### config.mk
export PLATFORM = sky130hd
export DESIGN_NAME = coco_keyboard_flat
export DESIGN_NICKNAME = d
export VERILOG_FILES = /design/src/rtl/coco_kbd_pkg.sv /design/src/rtl/coco_keyboard_if.sv /design/src/rtl/coco_scancode_rom.sv /design/src/rtl/coco_keyboard.sv /design/src/flat_wrapper.sv
export SDC_FILE = /design/constraint.sdc
export NUM_CORES = 1
export LEC_CHECK = 0
export CAP_MARGIN = 40
export CORE_ASPECT_RATIO = 0.5
export CORE_MARGIN = 1.5
export CORE_UTILIZATION = 54
export CTS_CLUSTER_DIAMETER = 120
export DETAILED_ROUTE_END_ITERATION = 7
export GPL_ROUTABILITY_DRIVEN = 0
export GPL_TIMING_DRIVEN = 0
export PLACE_DENSITY = 0.88
export SLEW_MARGIN = 30
export SYNTH_ARGS = -nofsm -noshare
export SYNTH_HDL_FRONTEND = slang
export SYNTH_HIERARCHICAL = 1
export SYNTH_SLANG_ARGS = --single-unit
### constraint.sdc
create_clock -name clk -period 3.4 [get_ports clk]
set_input_delay 0.85 -clock clk [delete_from_list [all_inputs] [get_ports clk]]
set_output_delay 0.85 -clock clk [all_outputs]
set_load 0.01 [all_outputs]
### src/rtl/coco_kbd_pkg.sv
// Shared constants and types for the CoCo keyboard matrix: dimensions,
// matrix-position encoding and the PS/2 set-2 scancodes given special handling.
package coco_kbd_pkg;

  localparam int ROWS = 7;
  localparam int COLS = 8;

  typedef struct packed {
    logic       hit;
    logic [2:0] row;
    logic [2:0] col;
  } key_pos_t;

  localparam logic [7:0] SC_LSHIFT = 8'h12;
  localparam logic [7:0] SC_RSHIFT = 8'h59;
  localparam logic [7:0] SC_ESC    = 8'h76;
  localparam logic [7:0] SC_ENTER  = 8'h5A;
  localparam logic [7:0] SC_F1     = 8'h05;
  localparam logic [7:0] SC_BKSP   = 8'h66;
  localparam logic [7:0] SC_SPACE  = 8'h29;
  localparam logic [7:0] SC_APOS   = 8'h52;
  localparam logic [7:0] SC_UP     = 8'h75;
  localparam logic [7:0] SC_DOWN   = 8'h72;
  localparam logic [7:0] SC_LEFT   = 8'h6B;
  localparam logic [7:0] SC_RIGHT  = 8'h74;
  localparam logic [7:0] SC_HOME   = 8'h6C;

  localparam logic [2:0] SHIFT_ROW = 3'd6;
  localparam logic [2:0] SHIFT_COL = 3'd7;
  localparam int         SHIFT_POS = 55;

  function automatic key_pos_t kpos(input logic [2:0] row, input logic [2:0] col);
    return '{hit: 1'b1, row: row, col: col};
  endfunction

endpackage

### src/rtl/coco_keyboard_if.sv
// Keyboard-side bundle between the HPS feed / PIA0 port and coco_keyboard.
interface coco_keyboard_if;
  import coco_kbd_pkg::*;

  logic [10:0]          ps2_key;
  logic                 kb_clear;
  logic [COLS-1:0]      col_strobe;
  logic [1:0]           joy_btn;
  logic [ROWS-1:0]      row_sense;
  logic                 key_event;
  logic [ROWS*COLS-1:0] matrix_dbg;

  modport master (
    output ps2_key, kb_clear, col_strobe, joy_btn,
    input  row_sense, key_event, matrix_dbg
  );

  modport slave (
    input  ps2_key, kb_clear, col_strobe, joy_btn,
    output row_sense, key_event, matrix_dbg
  );
endinterface

### src/rtl/coco_scancode_rom.sv
// Combinational {extended, scancode} -> CoCo matrix position lookup.
module coco_scancode_rom
  import coco_kbd_pkg::*;
(
  input  logic       ext,
  input  logic [7:0] code,
  output key_pos_t   pos
);

  always_comb begin
    pos = '0;
    if (ext) begin
      // Arrows and Home exist only as E0-prefixed codes
      case (code)
        SC_UP:    pos = kpos(3'd3, 3'd3);
        SC_DOWN:  pos = kpos(3'd3, 3'd4);
        SC_LEFT:  pos = kpos(3'd3, 3'd5);
        SC_RIGHT: pos = kpos(3'd3, 3'd6);
        SC_HOME:  pos = kpos(3'd6, 3'd1);
        default:  pos = '0;
      endcase
    end else begin
      case (code)
        8'h1C: pos = kpos(3'd0, 3'd1);
        8'h32: pos = kpos(3'd0, 3'd2);
        8'h21: pos = kpos(3'd0, 3'd3);
        8'h23: pos = kpos(3'd0, 3'd4);
        8'h24: pos = kpos(3'd0, 3'd5);
        8'h2B: pos = kpos(3'd0, 3'd6);
        8'h34: pos = kpos(3'd0, 3'd7);
        8'h33: pos = kpos(3'd1, 3'd0);
        8'h43: pos = kpos(3'd1, 3'd1);
        8'h3B: pos = kpos(3'd1, 3'd2);
        8'h42: pos = kpos(3'd1, 3'd3);
        8'h4B: pos = kpos(3'd1, 3'd4);
        8'h3A: pos = kpos(3'd1, 3'd5);
        8'h31: pos = kpos(3'd1, 3'd6);
        8'h44: pos = kpos(3'd1, 3'd7);
        8'h4D: pos = kpos(3'd2, 3'd0);
        8'h15: pos = kpos(3'd2, 3'd1);
        8'h2D: pos = kpos(3'd2, 3'd2);
        8'h1B: pos = kpos(3'd2, 3'd3);
        8'h2C: pos = kpos(3'd2, 3'd4);
        8'h3C: pos = kpos(3'd2, 3'd5);
        8'h2A: pos = kpos(3'd2, 3'd6);
        8'h1D: pos = kpos(3'd2, 3'd7);
        8'h22: pos = kpos(3'd3, 3'd0);
        8'h35: pos = kpos(3'd3, 3'd1);
        8'h1A: pos = kpos(3'd3, 3'd2);
        SC_BKSP:  pos = kpos(3'd3, 3'd5);
        SC_SPACE: pos = kpos(3'd3, 3'd7);
        8'h45: pos = kpos(3'd4, 3'd0);
        8'h16: pos = kpos(3'd4, 3'd1);
        8'h1E: pos = kpos(3'd4, 3'd2);
        8'h26: pos = kpos(3'd4, 3'd3);
        8'h25: pos = kpos(3'd4, 3'd4);
        8'h2E: pos = kpos(3'd4, 3'd5);
        8'h36: pos = kpos(3'd4, 3'd6);
        8'h3D: pos = kpos(3'd4, 3'd7);
        8'h3E: pos = kpos(3'd5, 3'd0);
        8'h46: pos = kpos(3'd5, 3'd1);
        SC_APOS: pos = kpos(3'd5, 3'd2);
        8'h4C: pos = kpos(3'd5, 3'd3);
        8'h41: pos = kpos(3'd5, 3'd4);
        8'h4E: pos = kpos(3'd5, 3'd5);
        8'h49: pos = kpos(3'd5, 3'd6);
        8'h4A: pos = kpos(3'd5, 3'd7);
        SC_ENTER:  pos = kpos(3'd6, 3'd0);
        SC_F1:     pos = kpos(3'd6, 3'd1);
        SC_ESC:    pos = kpos(3'd6, 3'd2);
        SC_LSHIFT: pos = kpos(SHIFT_ROW, SHIFT_COL);
        SC_RSHIFT: pos = kpos(SHIFT_ROW, SHIFT_COL);
        default:   pos = '0;
      endcase
    end
  end

endmodule

### src/rtl/coco_keyboard.sv
// PS/2 event stream -> CoCo 7x8 key matrix, answering PIA0 column scans
// with active-low row sense (joystick fire merged onto PA0/PA1).
module coco_keyboard
  import coco_kbd_pkg::*;
(
  input  logic           clk,
  input  logic           reset,
  coco_keyboard_if.slave kbd
);

  logic                 primed, toggle_ref;
  logic                 vld_p0;
  logic [9:0]           key_p0;
  logic                 vld_p1, pressed_p1, lsh_p1, rsh_p1;
  key_pos_t             pos_p1, rom_pos;
  logic [ROWS*COLS-1:0] matrix;
  logic                 lshift, rshift, key_event;
  logic [ROWS-1:0]      row_sense, sel, joy_ext;

  // Stage 0: detect a toggle on bit 10; the first sample after reset only primes
  always_ff @(posedge clk or posedge reset) begin
    if (reset) begin
      primed     <= 1'b0;
      toggle_ref <= 1'b0;
      vld_p0     <= 1'b0;
    end else begin
      vld_p0 <= 1'b0;
      if (!primed) begin
        primed     <= 1'b1;
        toggle_ref <= kbd.ps2_key[10];
      end else if (kbd.ps2_key[10] != toggle_ref) begin
        toggle_ref <= kbd.ps2_key[10];
        vld_p0     <= ~kbd.kb_clear;
      end
    end
  end

  always_ff @(posedge clk) key_p0 <= kbd.ps2_key[9:0];

  coco_scancode_rom u_rom (
    .ext  (key_p0[8]),
    .code (key_p0[7:0]),
    .pos  (rom_pos)
  );

  // Stage 1: registered decode
  always_ff @(posedge clk or posedge reset) begin
    if (reset) vld_p1 <= 1'b0;
    else       vld_p1 <= vld_p0 & ~kbd.kb_clear;
  end

  always_ff @(posedge clk) begin
    pos_p1     <= rom_pos;
    pressed_p1 <= key_p0[9];
    lsh_p1     <= ~key_p0[8] && (key_p0[7:0] == SC_LSHIFT);
    rsh_p1     <= ~key_p0[8] && (key_p0[7:0] == SC_RSHIFT);
  end

  // Stage 2: matrix update; SHIFT is the OR of both physical shift keys
  always_ff @(posedge clk or posedge reset) begin
    if (reset) begin
      matrix    <= '0;
      lshift    <= 1'b0;
      rshift    <= 1'b0;
      key_event <= 1'b0;
    end else if (kbd.kb_clear) begin
      matrix    <= '0;
      lshift    <= 1'b0;
      rshift    <= 1'b0;
      key_event <= 1'b0;
    end else begin
      key_event <= 1'b0;
      if (vld_p1 && pos_p1.hit) begin
        key_event <= 1'b1;
        if (lsh_p1) begin
          lshift            <= pressed_p1;
          matrix[SHIFT_POS] <= pressed_p1 | rshift;
        end else if (rsh_p1) begin
          rshift            <= pressed_p1;
          matrix[SHIFT_POS] <= pressed_p1 | lshift;
        end else begin
          matrix[{pos_p1.row, pos_p1.col}] <= pressed_p1;
        end
      end
    end
  end

  assign joy_ext = {{(ROWS-2){1'b0}}, kbd.joy_btn};

  always_comb begin
    sel = '0;
    for (int r = 0; r < ROWS; r++)
      sel[r] = |(matrix[r*COLS +: COLS] & ~kbd.col_strobe) | joy_ext[r];
  end

  // Stage 3: registered row sense
  always_ff @(posedge clk or posedge reset) begin
    if (reset) row_sense <= '1;
    else       row_sense <= ~sel;
  end

  assign kbd.row_sense  = row_sense;
  assign kbd.key_event  = key_event;
  assign kbd.matrix_dbg = matrix;

endmodule

### src/flat_wrapper.sv
// flat-port wrapper written by rule: the top's interface ports become plain ports
module coco_keyboard_flat import coco_kbd_pkg::*;
  (clk, reset, kbd_ps2_key, kbd_kb_clear, kbd_col_strobe, kbd_joy_btn, kbd_row_sense, kbd_key_event, kbd_matrix_dbg);
  coco_keyboard_if kbd_i ();
  input  logic clk;
  input  logic reset;
  input wire logic [$bits(kbd_i.ps2_key)-1:0] kbd_ps2_key;
  input wire logic [$bits(kbd_i.kb_clear)-1:0] kbd_kb_clear;
  input wire logic [$bits(kbd_i.col_strobe)-1:0] kbd_col_strobe;
  input wire logic [$bits(kbd_i.joy_btn)-1:0] kbd_joy_btn;
  output wire logic [$bits(kbd_i.row_sense)-1:0] kbd_row_sense;
  output wire logic [$bits(kbd_i.key_event)-1:0] kbd_key_event;
  output wire logic [$bits(kbd_i.matrix_dbg)-1:0] kbd_matrix_dbg;
  assign kbd_i.ps2_key = kbd_ps2_key;
  assign kbd_i.kb_clear = kbd_kb_clear;
  assign kbd_i.col_strobe = kbd_col_strobe;
  assign kbd_i.joy_btn = kbd_joy_btn;
  assign kbd_row_sense = kbd_i.row_sense;
  assign kbd_key_event = kbd_i.key_event;
  assign kbd_matrix_dbg = kbd_i.matrix_dbg;
  coco_keyboard u_core (.clk(clk), .reset(reset), .kbd(kbd_i));
endmodule
; ---- After elaboration in Yosys (flattened, before gate mapping)
; Memories as Yosys holds them, arrays and structs flattened. A register that Yosys moved wholly into a read port is not among the register bits.
; Cells that the tools add are included.
[op_classes]
add_sub_neg = 0
n_mul = 0
div = 0
magnitude_cmp = 2
n_eq_ne = 11
n_shift = 0
n_mux = 25
bitwise_logic = 16
reduce_logical = 17
[op_table]
columns = op, count
row1 = $mux W56, 2
row2 = $mux W55, 2
row3 = $and A8 B8 Y8, 7
row4 = $bwmux W56, 1
row5 = $reduce_or A8 Y1, 7
row6 = $eq A8 B7 Y1 const B, 6
row7 = $pmux W7 S5, 1
row8 = $mux W1, 16
row9 = $mux W7, 2
row10 = $eq A8 B5 Y1 const B, 1
row11 = $not A8 Y8, 1
row12 = $lt A6 B7 Y1 const B, 1
row13 = $not A7 Y7, 1
row14 = $demux W1 S6, 1
row15 = $ge A6 B1 Y1 const B, 1
row16 = $ne A2 B2 Y1 const B, 3
row17 = $reduce_and A3 Y1, 2
row18 = $reduce_bool A2 Y1, 3
row19 = $logic_and A1 B1 Y1, 4
row20 = $or A1 B1 Y1, 4
row21 = $not A1 Y1, 2
row22 = $reduce_and A2 Y1, 1
row23 = $and A1 B1 Y1, 1
row24 = $ne A1 B1 Y1, 1
[word_totals]
ff_bits = 90
latchBits = 0
mem_bits_rw = 0
romBits = 896
in_bits = 24
memories = 1
[memory_table]
columns = name, depth, width, read_ports, rd_clocked_by_memory_dff, write_ports, line
row1 = (no name shown), 128, 7, 1, 1, 0, coco_scancode_rom.sv:23  ; case (code)

; ---- Longest topological paths before layout
; Gate-level depths: netlist (run 1).
[logic_depth]
ltp_word = 9
depth_mapped = 8

; ---- Modules after synthesis
; The synthesis (run 1) kept the hierarchy.
[by_module_without_submodules]
columns = module, instances, cells_per_inst, area_each_um2
row1 = coco_keyboard, 1, 406, 4156.5
row2 = coco_scancode_rom, 1, 176, 1184.9

; ---- Worst setup path after synthesis (run 1)
; OpenSTA, ideal clock, no wires.
[synth_path]
kind = reg-to-reg
from = register u_core.key_p0[0]
to = register u_core/pos_p1[3] in the netlist's numbering
setup_time_ns = 0.135
t_arrival_ns = 1.856
required_ns = 3.265
setup_slack_ns = 1.409
stages_incl_launch_ff = 9
path_buffers = 2
synth_period_minus_slack_ns = 1.991
cell_sequence = dfxtp_1 -> clkbuf_1 -> inv_1 -> ha_1 -> buf_2 -> mux2i_1 -> o32ai_1 -> a2111oi_2 -> o311ai_1
[synth_rtl]
columns = item, line
row1 = from (decl), coco_keyboard.sv:13  ; logic [9:0] key_p0;
row2 = from (signal assigned), coco_keyboard.sv:38  ; always_ff @(posedge clk) key_p0 <= kbd.ps2_key[9:0];
row3 = to (signal assigned), coco_keyboard.sv:53  ; pos_p1 <= rom_pos;
row4 = to (decl), coco_keyboard.sv:15  ; key_pos_t pos_p1, rom_pos;

==> reports/metrics.csv, run 1 <==
metric,value,unit
status,"finished, final reports clean",
holdPathStages,0,
netlist_instances,582,
vdd_ir_drop_max,276,µV
avgSynthCellArea,9.18,µm²
antenna_cells,0,
yosys_warnings,6,
grt_max_degree,37,
antenna_found_initial,0,
multiInputGateArea,0.00272,mm²
rsz0062_at_grt,no,
hp-start,u_core/key_p0[9]$_DFF_P_,
syn_nets,612,
route.detailed.drc,0,
startpoint_type,flip-flop,
crit_fanout,10,
worst_pin_slew,941,ps
core_area,0.00954,mm²
fill_cells,718,
worstPathArrival,2790,ps
first_pass_iters,6,
ys_seq_elements,90,
num_rows,25,
place_ws,787,ps
hold_ws,333,ps
nets,711,
cts_sinks,90,
finalPower,2640,µW
use_met3,8.87,%
drive_above_1_share,12.1,%
final_util,70.5,%
cts_resized,0,
ys_seq_area_share,40.5,%
fp.dieW,144,µm
cap_viol_max_count,0,
die-area,0.0105,mm²
die-height,73.3,µm
maxSlewViolCount,0,
gr-usage-met2,52.0,%
critPathKind,reg2reg,
hold_path_class,reg2reg,
endpoint_kind,flip-flop,
initial_core_util,56.0,%
grt_pass1_wl,26100,µm
htree_levels,3,
min_period,2600,ps
critical_path_required,3600,ps
grt_usage,32.6,%
max-slew-margin-rel,37.2,%
p_per_area,393,mW/mm²
min_period_over_period,76.4,%
min_to,u_core/pressed_p1$_DFF_P_,
cts_hold_buffers,0,
root_buffer,clkbuf_16,
regArea,0.00216,mm²
fin_worst_skew,9.40,ps
path_clk_slew,60,ps
busiest_layer,met2,
setup_viol,0,
r2r_end,u_core/pos_p1[3]$_DFF_P_,
fin_setup_tns,0,ps
yosys_most_used_dff,dfrtp_1,
rrSetupSlack,800,ps
synth.distinct_cells,78,
port_buffers,87,
viasPerCell,6.73,
dp_hpwl,11900,µm
cts_buffers,9,
clockBufferDepth,2,
synth-edff-count,0,
final-hold-violation-count,0,
leakage,0.00258,µW
wire_per_inst,20.6,µm
setup_slack,803,ps
vias,5519,
drt_iter0_drc,806,
met1_usage,43.2,%
syn_area,0.00534,mm²
r2r-start,u_core/key_p0[0]$_DFF_P_,
areaGrowthSynthToFinish,25.9,%
fmax,385,MHz
cts_tree,yes,
async_flop_share,77.8,%
worst-r2r-cell-count,8,
gr-total-overflow,0,
io_pins,88,
antenna_left,0,
post_cts_buffers,0,
drt-total-wl,16900,µm
grt_pass1_vias,4965,
clk_latency,340,ps
[report_power, final]
group          leakage, µW  total, µW  switching, µW  internal [µW]
combinational      0.00132        436            258            178
clock             0.000152       1060            413            643
sequential         0.00111       1150           34.6           1110
[registers in the layout (all words and copies together), names as in the netlist, 7 cells and up]
register,count
u_core/kbd.matrix_dbg,56
u_core/key_p0,10
u_core/kbd.row_sense,7
u_core/pos_p1,7
[per-layer routing]
metal	vias to the layer above	wire length [µm]
li1	2372	-
met1	2549	6460
met2	497	7570
met3	101	2260
met4	0	614
met5	-	0
[Yosys cell counts, drive strengths merged (10+ instances only)]
| library cell | instances | share of area [%] |
|---|---|---|
| inv | 49 | 3.4 |
| nor2 | 34 | 2.4 |
| o2bb2ai | 15 | 2.5 |
| buf | 37 | 4.5 |
| dfxtp | 20 | 7.5 |
| nand2b | 13 | 1.5 |
| dfrtp | 63 | 30 |
| nand3 | 11 | 1.4 |
| clkbuf | 10 | 0.70 |
| nand3b | 15 | 2.2 |
| o22ai | 22 | 2.6 |
| a21oi | 19 | 1.8 |
| nand2 | 27 | 2.0 |
| nor3 | 11 | 1.2 |
| a31oi | 10 | 1.2 |
| a311o | 16 | 3.0 |
| o21ai | 55 | 5.2 |
[layout make-up]
type	count	share of cell area, %
buffer	47	4.17
clock buffer	9	3.35
tap	135	2.51
timing repair buffer	88	13.2
sequential	90	32.1
clock inverter	6	1.34
multi-input combinational	396	40.5
inverter	49	2.77
[worst max-delay path: stages, from the launching register on]
cell and delay, ps:
dfxtp_1 450, clkbuf_1 380, inv_1 170, ha_1 270, buf_2 210, mux2i_1 210
o32ai_1 130, a2111oi_2 460, o311ai_1 160
[how the worst max path moves through the flow]
stage	from	to	slack [ps]	cells past startpoint
after floorplan	reset	u_core/kbd.key_event$_DFF_PP0_	790	1
after global placement	reset	u_core/lshift$_DFFE_PP0P_	-310	2
after detailed placement	kbd_kb_clear	u_core/kbd.matrix_dbg[26]$_DFFE_PP0P_	790	5
after CTS	u_core/key_p0[0]$_DFF_P_	u_core/pos_p1[3]$_DFF_P_	930	8
after global routing	u_core/key_p0[0]$_DFF_P_	u_core/pos_p1[3]$_DFF_P_	720	8
final	u_core/key_p0[0]$_DFF_P_	u_core/pos_p1[3]$_DFF_P_	800	8
[placed cells by master, fill, tap and decap left out, types with 10 or more instances in the layout]
cell type and n:
a21oi_1 19, a311o_1 16, a31oi_1 10, buf_2 17, buf_4 12, clkbuf_1 10
clkdlybuf4s50_1 87, dfrtp_1 63, dfxtp_1 20, inv_1 46, nand2_1 26, nand2b_1 13
nand3b_1 14, nor2_1 34, o21ai_0 41, o21ai_1 14, o22ai_1 22, o2bb2ai_1 15
[logic make-up (layout without fill, tap and decap cells)]
logic type / count (synthesis) / in the layout / synth area share, %
AO/OA/AOI/OAI: 213 / 213 / 28.7
flip-flops: 90 / 90 / 40.5
buffers and inverters: 96 / 199 / 8.69
XOR/XNOR: 3 / 3 / 0.492
adder cells (fa/ha/maj): 6 / 6 / 1.41
other: 1 / 1 / 0.0702
AND/OR/NAND/NOR: 162 / 162 / 18.1
multiplexers: 11 / 11 / 2.11
[per-stage QoR]
stage          cell area, µm²  cells
2_1_floorplan            5340    582
3_3_place_gp             6380    804
3_5_place_dp             6410    805
4_1_cts                  6720    820
5_1_grt                  6720    820
6_report                 6720    820
Note: power is estimated with default switching activity, not from simulation.
==> inputs of run 2 (changes only) <==
==> constraint.sdc (replaced) <==
create_clock -name clk -period 2.6 [get_ports clk]
set_input_delay 0.65 -clock clk [delete_from_list [all_inputs] [get_ports clk]]
set_output_delay 0.65 -clock clk [all_outputs]
set_load 0.01 [all_outputs]
==> run 2 against run 1 <==
Effect of this change:
- the run now ends with DRC left
- power up 31%
- clock skew up 1.5 ps
- core utilization about the same
- hold slack about the same
- largest power group unchanged
- largest cell class unchanged
- non-clock buffer count unchanged
- clock-buffer cell count unchanged
- via count about the same
- die area unchanged
==> reports/metrics.csv, run 2 (synthesis results as in run 1) <==
metric,value,unit
fin_worst_skew,10.9,ps
route.detailed.drc,4,
core_area,0.00954,mm²
crit_chain,"clkbuf_2, inv_1, ha_1, buf_2, mux2i_1, o32ai_1, a2111oi_2, o311ai_1",
die-height,73.3,µm
port_buffers,87,
areaGrowthSynthToFinish,25.9,%
antenna_cells,0,
largest_reg_flops,56,
io_pins,88,
min_period,2420,ps
setup_viol,0,
final_cell_mix,"clkdlybuf4s50_1 (87), dfrtp_1 (63), inv_1 (46)",
status,finished with violations,
drt-total-wl,17000,µm
cts_tree,yes,
vdd_ir_drop_max,361,µV
clockBufferDepth,2,
crit_path_max_incr_delay,460,ps
critPathKind,reg2reg,
die-area,0.0105,mm²
multiInputGateArea,0.00272,mm²
fmax,414,MHz
max-slew-margin-rel,35.9,%
antenna_left,0,
fin_cells,820,
p_per_area,515,mW/mm²
drive_above_1_share,12.3,%
critical_path_required,2800,ps
htree_levels,3,
dpl.cell_count,805,
antenna_found_initial,0,
cts_sinks,90,
fill_cells,719,
cts_buffers,9,
startpoint_type,flip-flop,
min_period_over_period,93.0,%
violations,DRC,
vias,5524,
wire_per_inst,20.8,µm
worstPathArrival,2620,ps
grt_usage,32.6,%
gr-total-overflow,0,
nets,711,
regArea,0.00216,mm²
first_pass_iters,8,
grt_max_degree,37,
cpMaxStageDelayCell,dfxtp_1,
dp_hpwl,11900,µm
path_clk_slew,60,ps
maxSlewViolCount,0,
root_buffer,clkbuf_16,
initial_core_util,56.0,%
hold_path_class,reg2reg,
endpoint_kind,flip-flop,
leakage,0.00259,µW
grt_pass1_wl,26100,µm
crit_fanout,10,
final-hold-violation-count,0,
drt_iter0_drc,779,
worst_pin_slew,959,ps
cap_viol_max_count,0,
final_common_cell,clkdlybuf4s50_1,
viasPerCell,6.74,
rsz0062_at_grt,no,
num_rows,25,
fp.dieW,144,µm
grt_pass1_vias,4965,
clk_latency,340,ps
fin_setup_tns,0,ps
run 2: timing repair:
| action | in CTS | in global routing |
|---|---|---|
| buffers inserted | 0 | 0 |
| resized for setup | 0 | 2 |
| hold buffers | 0 | 0 |
| endpoints found under the hold margin | 0 | 0 |
| setup endpoints to repair | 0 | 2 |
run 2: power breakdown:
part           switching (µW)  internal [µW]
logic                     339            233
registers                46.0           1460
clock network             546            842
run 2: critical path, delay by kind of cell, from the launching register on:
family | cells | cell delay, ps
mux | 1 | 200
buf+inv | 3 | 630
compound gates | 3 | 730
flops | 1 | 460
fa+ha+maj | 1 | 250
run 2: cell type report:
cell class / instances / area share (%)
Timing Repair Buffer: 88 / 13.2
Sequential cell: 90 / 32.1
Multi-Input combinational cell: 396 / 40.5
Buffer: 47 / 4.19
Tap cell: 135 / 2.51
Inverter: 49 / 2.77
Clock inverter: 6 / 1.34
Clock buffer: 9 / 3.35
run 2: worst paths after layout:
path | startpoint | endpoint | slack (ps) | cells past startpoint
max | u_core/key_p0[0]$_DFF_P_ | u_core/pos_p1[3]$_DFF_P_ | 180 | 8
max reg2reg | u_core/key_p0[0]$_DFF_P_ | u_core/pos_p1[3]$_DFF_P_ | 180 | 8
min | u_core/key_p0[9]$_DFF_P_ | u_core/pressed_p1$_DFF_P_ | 330 | 0
max in group asynchronous | reset | u_core/kbd.row_sense[5]$_DFF_PP1_ | 1300 | 3
min reg2reg | u_core/key_p0[9]$_DFF_P_ | u_core/pressed_p1$_DFF_P_ | 330 | 0
min in group asynchronous | reset | u_core/kbd.matrix_dbg[32]$_DFFE_PP0P_ | 680 | 2
run 2: through the flow:
step | power [µW] | utilization [%] | hold WS, ps | cell area, µm² | setup slack (ps)
floorplan | 1840 | - | 310 | 5340 | 193
global placement | 2050 | 66.9 | 315 | 6380 | -906
detailed placement | 2070 | 67.2 | 324 | 6410 | 143
CTS | 3440 | 70.5 | 338 | 6720 | 134
global route | 3560 | 70.5 | 337 | 6730 | 86.3
finish | 3460 | 70.5 | 332 | 6730 | 182
run 2: per-layer routing:
layer  vias to the layer above  GRT usage [%]  wire length, µm  part of all wire [%]
li1                       2369              -                -                     -
met1                      2539           43.2             6440                    38
met2                       509           52.0             7630                    45
met3                       107           8.87             2340                    14
met4                         0           11.7              622                   3.7
met5                         -              0                0                     0
